## src/rtl/wb_stage_pipe.sv

```systemverilog
`default_nettype none
// ============================================================================
//  Module      : wb_stage_pipe
//  Description : DLX write-back stage. Holds the MEM/WB pipeline register and
//                selects ALU result, aligned/extended load data or link value.
//                The registered result drives the register-file write port and
//                a forwarding tap. Stall holds the register; flush squashes it.
//  Ports       : clk, reset (async, active-high)
//                in_*      - instruction presented by the MEM stage
//                in_ready  - stage accepts input this cycle (= !stall)
//                stall/flush - hazard-unit controls
//                rf_*      - register-file write port
//                fwd_*     - forwarding tap (pending write to rd != 0)
//                retire_cnt - number of committed register-file writes
//  Revision    : 1.0 - initial release
// ============================================================================
module wb_stage_pipe #(
    parameter int XLEN  = 32,
    parameter int RADDR = 5,
    parameter int CNT_W = 32,
    localparam int AW   = $clog2(XLEN / 8)
) (
    input  logic             clk,
    input  logic             reset,
    input  logic             in_valid,
    output logic             in_ready,
    input  logic [XLEN-1:0]  in_result,
    input  logic [XLEN-1:0]  in_rdata,
    input  logic [XLEN-1:0]  in_link,
    input  logic [1:0]       in_wsel,
    input  logic [1:0]       in_ldsize,
    input  logic             in_ldsigned,
    input  logic [AW-1:0]    in_addr_lo,
    input  logic [RADDR-1:0] in_rd,
    input  logic             in_regwrite,
    input  logic             stall,
    input  logic             flush,
    output logic             rf_we,
    output logic [RADDR-1:0] rf_waddr,
    output logic [XLEN-1:0]  rf_wdata,
    output logic             fwd_valid,
    output logic [RADDR-1:0] fwd_rd,
    output logic [XLEN-1:0]  fwd_data,
    output logic [CNT_W-1:0] retire_cnt
);

    localparam int NLANES = XLEN / 8;

    // ------------------------------------------------------------------
    // Byte lanes, big-endian: lane 0 is the most significant byte.
    // ------------------------------------------------------------------
    logic [7:0] lane_w [NLANES];

    for (genvar gi = 0; gi < NLANES; gi++) begin : g_lane
        assign lane_w[gi] = in_rdata[XLEN-1-8*gi -: 8];
    end

    logic [AW-1:0]   hidx_hi_w;
    logic [AW-1:0]   hidx_lo_w;
    logic [7:0]      byte_w;
    logic [15:0]     half_w;
    logic [XLEN-1:0] load_w;
    logic [XLEN-1:0] sel_w;

    // Halfword k occupies lanes {2k, 2k+1}; address bit 0 is ignored.
    assign hidx_hi_w = in_addr_lo & ~AW'(1);
    assign hidx_lo_w = in_addr_lo |  AW'(1);
    assign byte_w    = lane_w[in_addr_lo];
    assign half_w    = {lane_w[hidx_hi_w], lane_w[hidx_lo_w]};

    always_comb begin
        load_w = in_rdata;
        case (in_ldsize)
            2'b01:   load_w = {{(XLEN-16){in_ldsigned & half_w[15]}}, half_w};
            2'b10:   load_w = {{(XLEN-8){in_ldsigned & byte_w[7]}}, byte_w};
            default: load_w = in_rdata;
        endcase
    end

    always_comb begin
        sel_w = in_result;
        case (in_wsel)
            2'b01:   sel_w = load_w;
            2'b10:   sel_w = in_link;
            default: sel_w = in_result;
        endcase
    end

    // ------------------------------------------------------------------
    // MEM/WB register
    // ------------------------------------------------------------------
    logic             valid_q,    valid_d;
    logic             regwrite_q, regwrite_d;
    logic [RADDR-1:0] rd_q,       rd_d;
    logic [XLEN-1:0]  data_q,     data_d;
    logic [CNT_W-1:0] cnt_q,      cnt_d;
    logic             pending_w;

    always_comb begin
        valid_d    = valid_q;
        regwrite_d = regwrite_q;
        rd_d       = rd_q;
        data_d     = data_q;
        if (flush) begin
            // Flush wins over stall: the held instruction is dropped.
            valid_d = 1'b0;
        end else if (!stall) begin
            valid_d    = in_valid;
            regwrite_d = in_regwrite;
            rd_d       = in_rd;
            data_d     = sel_w;
        end
    end

    // A pending write is visible to forwarding even while stalled; the
    // register-file write itself fires only on the release cycle so it
    // happens exactly once per instruction.
    assign pending_w = valid_q & regwrite_q & (rd_q != '0);
    assign rf_we     = pending_w & ~stall;

    assign cnt_d = cnt_q + CNT_W'(rf_we);

    always_ff @(posedge clk or posedge reset) begin
        if (reset) begin
            valid_q    <= 1'b0;
            regwrite_q <= 1'b0;
            rd_q       <= '0;
            data_q     <= '0;
            cnt_q      <= '0;
        end else begin
            valid_q    <= valid_d;
            regwrite_q <= regwrite_d;
            rd_q       <= rd_d;
            data_q     <= data_d;
            cnt_q      <= cnt_d;
        end
    end

    assign in_ready   = ~stall;
    assign rf_waddr   = rd_q;
    assign rf_wdata   = data_q;
    assign fwd_valid  = pending_w;
    assign fwd_rd     = rd_q;
    assign fwd_data   = data_q;
    assign retire_cnt = cnt_q;

endmodule
`default_nettype wire

```

## config.mk

```make
export PLATFORM = sky130hd
export DESIGN_NAME = wb_stage_pipe
export DESIGN_NICKNAME = d
export VERILOG_FILES = /design/src/rtl/wb_stage_pipe.sv
export SDC_FILE = /design/constraint.sdc
export NUM_CORES = 1
export LEC_CHECK = 0
export BUFFER_PORTS_ARGS = -buffer_cell sky130_fd_sc_hd__buf_2
export CORE_MARGIN = 2
export CORE_UTILIZATION = 29
export CTS_BUF_LIST = sky130_fd_sc_hd__clkbuf_16
export DETAILED_ROUTE_END_ITERATION = 7
export GPL_ROUTABILITY_DRIVEN = 1
export PLACE_DENSITY = 0.54
export SYNTH_ARGS = -nofsm -noshare
export SYNTH_HDL_FRONTEND = slang
export SYNTH_SLANG_ARGS = --single-unit
```

## constraint.sdc

```tcl
create_clock -name clk -period 6.7 [get_ports clk]
set_clock_uncertainty 0.15 [all_clocks]
set_input_delay 0.67 -clock clk [delete_from_list [all_inputs] [get_ports clk]]
set_output_delay 0.67 -clock clk [all_outputs]
set_load 0.005 [all_outputs]
```

==> results by group, run 1 <==
Floorplanning
  – Die area: 0.0159 mm²
  – Overall die width: 126 µm
  – Site Rows: 44
  – Starting density of the core: 0.298
  – CORE AREA: 0.0145 mm²
  – Die Y: 126 µm
  – Ports: 223

STA
  – Slew headroom: 0.291
  – Measured slew at the worst slew-check pin: 1060 ps
  – Max-slew violation count: 0
  – RSZ-0062 raised after global routing: no
  – Final Cycle Share: 0.432
  – Setup TNS: 0 ps
  – Fmax: 0.345 GHz
  – Tmin final: 2900 ps
  – Hold Violations, Final: 0
  – Final Setup Violations: 0

CTS
  – Worst-Skew Late Latency: 340 ps
  – Inserted Clock Buffers: 9
  – CTS Hold Buffers Added: 0
  – CTS tree: done
  – CTS resizes: 0
  – H-tree Lvls: 3
  – CTS root buffer: clkbuf_16
  – Sink Count: 71
  – Clock Path Buffers: 2
  – Post-CTS Setup Repair Bufs: 0
  – Worst-path clk slew: 60 ps

Synthesis
  – Post-synthesis compound-gate area fraction: 0.218
  – #FFs+latches synth: 71
  – Top-count cell post-synth: dfrtp_1
  – Largest family of logic cells by synthesized area: compound AO/OA/AOI/OAI gates
  – Cells after Synth: 478
  – Synth Area in Adders: 0.0173
  – Syn Area/Cell: 9.05 µm²
  – Sequential-to-total area share from yosys stat: 0.411
  – EDFF count, synth: 0
  – Commonest register cell after synthesis: dfrtp_1
  – Synth top area share: 0.411
  – Synthesis warning total: 0
  – Unique masters post-synth: 49
  – Syn Std Cell Area: 0.00433 mm²
  – Simple-gate share of the synthesized area: 0.168
  – Synth top area cells: dfrtp_1, buf_4, nand2_1
  – Net count after synthesis: 598
  – Top cells by count, synth: dfrtp_1, nand2_1, buf_4
  – Dominant cell type by area after synthesis: dfrtp_1
  – Mux cell area share after synthesis: 0.0237
  – Synth Area in XOR/XNOR: 0.0607
  – Ys async rst share: 1.00

Global route
  – Vias in the first global route: 4,337
  – Largest net degree at the start of global routing: 72
  – Global route overflow: 0
  – GRT Overall Usage: 0.190
  – Initial antenna violation count: 0
  – First-pass GRT wire length: 23,700 µm

Worst setup path
  – Critical path class: in2reg
  – Slowest cell on the critical path: inv_1
  – Crit-path max cell delay: 820 ps
  – Startpoint Class: input port
  – CP dominant cell by count: inv_1
  – Crit-path cells: buf_2 -> inv_1 -> ha_1 -> inv_1 -> o21ai_1 -> o211ai_1 -> a31oi_1
  – Critical path's top delay family: buffers and inverters
  – Worst EP arrival: 2960 ps
  – Critical Path RT: 6760 ps
  – Critical path buffers and inverters: 3
  – Worst-path fanout max: 32
  – Crit end category: register

Placement
  – Placed inst area: 0.00530 mm²
  – DP Cell Count: 821
  – Port Buf Inserts: 222
  – Detailed placement HPWL: 11,400 µm
  – GP Congestion: 0.855

Finish
  – Area delta synth->final: 28.4%
  – Post-route cell area: 0.00556 mm²
  – Share of layout cells above drive strength 1: 0.387
  – Final #Nets: 768
  – Fill cells: 1,555
  – Antenna diode count: 0
  – Non-filler cells in the finished layout: 837

Run status
  – Result of the run: complete, no violations

Min path
  – Hold Crit Class: reg2reg

Power and ir drop
  – Power per cell area: 222 mW/mm²
  – P_leak: 2.82 nW
  – VDD IR max: 115 µV

Detailed routing
  – Routed WL: 15,200 µm
  – Vias per cell: 5.21
  – First-pass detailed-route iteration total: 6
  – Initial DRC Count: 271
  – DRC viols: 0
  – Antenna-violating nets left: 0
  – Drt wl/cell: 18.2 µm
  – Via Count: 4,360

Run
  – Max Cap Viol: 0
layer usage:
metal  routed length [µm]  up-vias  GRT usage
met4                  253        0     0.0692
met5                    0        -          0
met2                 7180      193      0.307
met3                 1140       17     0.0489
li1                     -     2053          -
met1                 6630     2097      0.247
worst paths after layout:
kind	from	to	slack, ps	cells after the start
setup / recovery	in_ldsize[0]	fwd_data[10]	3800	7
hold / removal	retire_cnt[31]	retire_cnt[31]	320	1
setup reg to reg	fwd_rd[0]	retire_cnt[20]	3860	9
hold reg to reg	retire_cnt[31]	retire_cnt[31]	320	1
max in group asynchronous	reset	fwd_data[25]	5300	3
min in group asynchronous	reset	retire_cnt[23]	450	3
power by group:
part           internal [W]  switching (W)
Combinational      0.000132       0.000154
Sequential         0.000475      0.0000385
Clock              0.000244       0.000190
area by class of cell:
| type | instances | area [µm²] | share of cell area |
|---|---|---|---|
| Tap cell | 184 | 230 | 0.0414 |
| Multi-Input combinational cell | 329 | 2110 | 0.380 |
| Inverter | 12 | 46.3 | 0.00833 |
| Sequential cell | 71 | 1780 | 0.320 |
| Clock buffer | 9 | 225 | 0.0405 |
| Timing Repair Buffer | 225 | 1130 | 0.204 |
| Clock inverter | 7 | 32.5 | 0.00586 |
sequential cells by signal, indices dropped and copies added (netlist names):
register,count
fwd_data,32
fwd_rd,5
regwrite_q,1
retire_cnt,32
valid_q,1
cells by family (layout without fill, tap and decap cells):
group / after synthesis / count (layout)
AO/OA/AOI/OAI: 143 / 143
XOR/XNOR: 30 / 30
AND/OR/NAND/NOR: 140 / 140
multiplexers: 10 / 10
buffers and inverters: 78 / 253
flip-flops: 71 / 71
adder cells (fa/ha/maj): 6 / 6
stage by stage:
step / setup slack, ps / hold WS (ps) / util / power [W]
floorplan: 4080 / 296 / - / 0.000695
global placement: 3530 / 309 / 0.364 / 0.000806
detailed placement: 3430 / 327 / 0.364 / 0.000811
CTS: 3800 / 339 / 0.382 / 0.00125
global route: 3530 / 350 / 0.382 / 0.00130
finish: 3800 / 323 / 0.382 / 0.00123
placed cells by master, fill, tap and decap left out, drive strengths merged, types with 8 or more instances in the layout:
master,Yosys,final
buf,42,225
o21ai,32,32
nor2,20,20
xnor2,22,22
o22ai,20,20
dfrtp,71,71
or3,9,9
o211ai,9,9
xor2,8,8
nor3,10,10
nand2,54,54
and3,19,19
nand3,9,9
o221ai,21,21
a31oi,8,8
clkbuf,24,9
mux2i,8,8
a21oi,30,30
inv,12,13
(Power assumes the default switching activity.)
==> run 2, diff against run 1 <==
- PLACE_DENSITY: 0.54 -> 0.56
- clock period: 6.7 -> 2.32 ns (I/O delays scaled with it)
==> results by group, run 2 (synthesized netlist as in run 1, its figures left out) <==
Global route
  – Largest net degree at the start of global routing: 39
  – Initial antenna violation count: 3
  – First-pass GRT wire length: 23,400 µm
  – Vias in the first global route: 4,343
  – Global route overflow: 0
  – GRT Overall Usage: 0.189

Power and ir drop
  – P_leak: 3.06 nW
  – Power per cell area: 662 mW/mm²
  – VDD IR max: 361 µV

Floorplanning
  – Die area: 0.0159 mm²
  – Starting density of the core: 0.298
  – Overall die width: 126 µm
  – Ports: 223
  – CORE AREA: 0.0145 mm²
  – Site Rows: 44
  – Die Y: 126 µm

CTS
  – Clock Path Buffers: 2
  – Inserted Clock Buffers: 9
  – Worst-path clk slew: 60 ps
  – Sink Count: 71
  – H-tree Lvls: 3
  – Worst-Skew Late Latency: 340 ps
  – CTS root buffer: clkbuf_16
  – CTS tree: done

Detailed routing
  – Vias per cell: 5.11
  – First-pass detailed-route iteration total: 6
  – Antenna-violating nets left: 0
  – DRC viols: 0
  – Routed WL: 15,300 µm
  – Drt wl/cell: 17.5 µm
  – Via Count: 4,476
  – Initial DRC Count: 286

STA
  – RSZ-0062 raised after global routing: yes
  – Final Cycle Share: 1.05
  – Tmin final: 2440 ps
  – Slew headroom: 0.574
  – Final Setup Violations: 9
  – Fmax: 0.410 GHz
  – Setup TNS: -921 ps
  – Hold Violations, Final: 0
  – Max-slew violation count: 0
  – Final worst slack: -116 ps
  – Measured slew at the worst slew-check pin: 639 ps

Finish
  – Most frequent cells in the layout: buf_2, dfrtp_1, nand2_1
  – Fill cells: 1,490
  – Multi-input logic area: 0.00216 mm²
  – Sequential Area: 0.00178 mm²
  – Area delta synth->final: 39.4%
  – Final #Nets: 805
  – Non-filler cells in the finished layout: 876
  – Most common cell after layout, fill and taps aside: buf_2
  – Share of layout cells above drive strength 1: 0.422

Worst setup path
  – Critical path buffers and inverters: 0
  – CP dominant cell by count: ha_4
  – Startpoint Class: register
  – Worst EP arrival: 2500 ps
  – Slowest cell on the critical path: or3_1
  – Critical Path RT: 2380 ps
  – Worst-path fanout max: 5
  – Crit end category: register
  – Critical path's top delay family: simple AND/OR/NAND/NOR gates
  – Crit-path max cell delay: 380 ps
  – Critical path class: reg2reg
  – Crit-path cells: or3_1 -> o311a_1 -> and2_4 -> ha_4 -> ha_4 -> and4_4 -> or3b_4 -> nor3_4 -> xor2_1

Placement
  – DP Cell Count: 842
  – Detailed placement HPWL: 11,900 µm
  – Port Buf Inserts: 222
  – GP Congestion: 0.834

Run
  – Max Cap Viol: 0

Run status
  – Failing checks: negative setup slack
  – Result of the run: complete, but fails checks

Min path
  – Hold Crit Class: in2reg
## run 2: layer usage
layer | vias to the layer above | GRT usage | part of all wire
met4 | 2 | 0.0750 | 0.021
li1 | 2125 | - | -
met3 | 24 | 0.0387 | 0.069
met2 | 198 | 0.312 | 0.48
met1 | 2127 | 0.243 | 0.43
met5 | - | 0 | 0.00046
## run 2: layout make-up
cell class,count,area share
clock buffers,9,0.0373
diodes,2,0.000830
multi-input cells,329,0.358
flip-flops and latches,71,0.294
clock inverters,7,0.0201
repair buffers,262,0.243
well taps,184,0.0382
inverters,12,0.00767
## run 2: repair_timing
action | in CTS | in global routing
buffers inserted | 4 | 3
hold buffers | 9 | 0
pin swaps | 5 | 10
setup endpoints to repair | 20 | 24
gates resized for setup | 2 | 4
endpoints found under the hold margin | 40 | 0
## run 2: worst paths after layout
| check | startpoint | to | slack [ps] | cells past startpoint |
|---|---|---|---|---|
| worst min-delay path | in_result[5] | fwd_data[5] | 40 | 3 |
| min in group asynchronous | reset | retire_cnt[1] | 350 | 3 |
| worst min register to register | retire_cnt[31] | retire_cnt[31] | 320 | 1 |
| max in group asynchronous | reset | retire_cnt[21] | 1060 | 4 |
| worst max register to register | fwd_rd[1] | retire_cnt[22] | -120 | 9 |
| worst max-delay path | fwd_rd[1] | retire_cnt[22] | -120 | 9 |
## run 2: metrics by stage
| step | setup WS (ps) | hold WS [ps] | power (W) | util | instance area, µm² |
|---|---|---|---|---|---|
| floorplan | -169 | 148 | 0.00202 | - | 4360 |
| global placement | -210 | 167 | 0.00238 | 0.379 | 5510 |
| detailed placement | -223 | 181 | 0.00240 | 0.379 | 5510 |
| CTS | -108 | 23.2 | 0.00405 | 0.412 | 5990 |
| global route | -192 | 40.3 | 0.00420 | 0.415 | 6030 |
| finish | -116 | 37.2 | 0.00399 | 0.415 | 6030 |
## run 2: where the power goes
group | internal (W) | total, W | switching [W]
Clock | 0.00105 | 0.00161 | 0.000557
Combinational | 0.000437 | 0.000890 | 0.000453
Sequential | 0.00137 | 0.00150 | 0.000126
Total | 0.00286 | 0.00399 | 0.00114
## run 2: worst register-to-register path, cell delays in order (launching register included)
cell and delay [ps]:
dfrtp_1 370, or3_1 380, o311a_1 310, and2_4 150, ha_4 160, ha_4 150
and4_4 170, or3b_4 280, nor3_4 40, xor2_1 150
==> run 3, diff against run 2 <==
- CORE_MARGIN: 2 -> 8
- clock period: 2.32 -> 2.1 ns (I/O delays scaled with it)
==> results by group, run 3 (synthesized netlist as in run 1, its figures left out) <==
STA
  – Fmax: 0.407 GHz
  – Tmin final: 2460 ps
  – RSZ-0062 raised after global routing: yes
  – Measured slew at the worst slew-check pin: 673 ps
  – Hold Violations, Final: 0
  – Final Setup Violations: 25
  – Final Cycle Share: 1.17
  – Slew headroom: 0.550
  – Final worst slack: -357 ps
  – Max-slew violation count: 0

Power and ir drop
  – Sequential power share: 0.382
  – Comb pwr share: 0.236
  – P_leak: 3.13 nW
  – VDD IR max: 403 µV
  – Clock share of power: 0.382
  – Switching share of power: 0.295
  – Switching power: 0.00127 W
  – Final Total Pwr: 0.00431 W
  – Power per cell area: 704 mW/mm²
  – Pint: 0.00304 W

Run
  – Max Cap Viol: 0

Worst setup path
  – Slowest cell on the critical path: or3_1
  – Worst r2r src: fwd_rd[2]
  – Startpoint Class: register
  – Critical Path Source: fwd_rd[2]
  – Critical path class: reg2reg
  – Crit-path cells: or3_1 -> o311a_1 -> and2_4 -> ha_4 -> ha_4 -> and4_4 -> or3b_4 -> nor3_4 -> xor2_1
  – R2r setup slk: -360 ps
  – CP dominant cell by count: ha_4
  – Reg2reg end: retire_cnt[22]
  – Reg2reg path depth: 9
  – Crit-path max cell delay: 380 ps
  – Critical Path RT: 2170 ps
  – Worst-path fanout max: 5
  – Setup crit end: retire_cnt[22]
  – Crit end category: register
  – Worst EP arrival: 2520 ps

Global route
  – Largest net degree at the start of global routing: 31
  – Global route overflow: 0
  – First-pass GRT wire length: 26,400 µm
  – GRT Overall Usage: 0.172
  – Initial antenna violation count: 5
  – Vias in the first global route: 4,779

Placement
  – GP Congestion: 0.829
  – Detailed placement HPWL: 13,400 µm
  – Port Buf Inserts: 222
  – DP Cell Count: 854

Floorplanning
  – Die Y: 138 µm
  – Ports: 223
  – CORE AREA: 0.0145 mm²
  – Site Rows: 44
  – Starting density of the core: 0.298
  – Die area: 0.0191 mm²
  – Overall die width: 138 µm

CTS
  – Worst-path clk slew: 60 ps
  – Worst-Skew Late Latency: 340 ps
  – Clock Path Buffers: 2
  – Sink Count: 71
  – Inserted Clock Buffers: 9
  – CTS root buffer: clkbuf_16
  – H-tree Lvls: 3
  – CTS tree: done

Detailed routing
  – Met3 WL: 1420 µm
  – Initial DRC Count: 262
  – Met1 wire length: 7030 µm
  – DRC viols: 0
  – Via Count: 4,560
  – Antenna-violating nets left: 0
  – Drt wl/cell: 19.1 µm
  – Routed WL: 16,900 µm
  – First-pass detailed-route iteration total: 4
  – Highest Signal Layer: met5
  – Met2 Wirelength: 8150 µm
  – Vias per cell: 5.15

Finish
  – Most common cell after layout, fill and taps aside: buf_2
  – Share of layout cells above drive strength 1: 0.433
  – Non-filler cells in the finished layout: 885
  – Area delta synth->final: 41.4%
  – Most frequent cells in the layout: buf_2, dfrtp_1, nand2_1
  – Final #Nets: 815

Run status
  – Result of the run: complete, but fails checks
  – Failing checks: negative setup slack

Min path
  – Hold Crit Class: in2reg
[run 3: how the worst min path moves through the flow]
stage / end / start / cells after the start / slack (ps)
finish: fwd_data[7] / in_result[7] / 3 / 10
global route: fwd_data[22] / in_result[22] / 3 / 30
CTS: fwd_data[7] / in_result[7] / 3 / 2
detailed placement: retire_cnt[20] / reset / 2 / 190
global placement: retire_cnt[20] / reset / 2 / 180
floorplan: valid_q / flush / 1 / 130
[run 3: through the flow]
step                area (µm²)  hold WS [ps]  setup slack, ps  TNS (ps)   util
finish                    6120          14.8             -357     -5630  0.421
global route              6120          29.6             -411     -7520  0.421
CTS                       6060          1.68             -342     -5290  0.417
detailed placement        5610           195             -456     -7730  0.386
global placement          5610           183             -435     -6930  0.386
floorplan                 4360           126             -389     -5560      -
[run 3: layer usage]
metal / up-vias / global-route usage
met5: - / 0
met4: 10 / 0.0458
met3: 22 / 0.0705
met2: 193 / 0.282
met1: 2183 / 0.204
li1: 2152 / -
[run 3: repair_timing]
action | 4_1_cts | 5_1_grt
resized for setup | 4 | 9
hold buffers | 11 | 0
pin swaps | 10 | 16
buffers inserted | 2 | 1
setup endpoints to repair | 30 | 30
hold endpoints to repair | 36 | 0
[run 3: power groups by stage]
stage                     Combinational (W)  Sequential, W  Clock [W]
after floorplan                    0.000567        0.00166          0
after global placement              0.00101        0.00166          0
after detailed placement            0.00101        0.00167          0
after CTS                           0.00103        0.00165    0.00170
after global routing                0.00112        0.00167    0.00176
final                               0.00102        0.00165    0.00165
[run 3: worst max-delay path, delay by kind of cell, from the launching register on]
| kind | cells | cell delay [ps] |
|---|---|---|
| simple gates | 5 | 1060 |
| compound gates | 1 | 310 |
| flops | 1 | 370 |
| xor+xnor | 1 | 140 |
| fa+ha+maj | 2 | 310 |
[run 3: cell type report]
type / count / area (µm²)
sequential: 71 / 1780
clock inverter: 7 / 87.6
fill: 1458 / 8410
multi-input combinational: 329 / 2200
inverter: 12 / 48.8
clock buffer: 9 / 225
timing repair buffer: 272 / 1550
antenna: 1 / 2.50
tap: 184 / 230
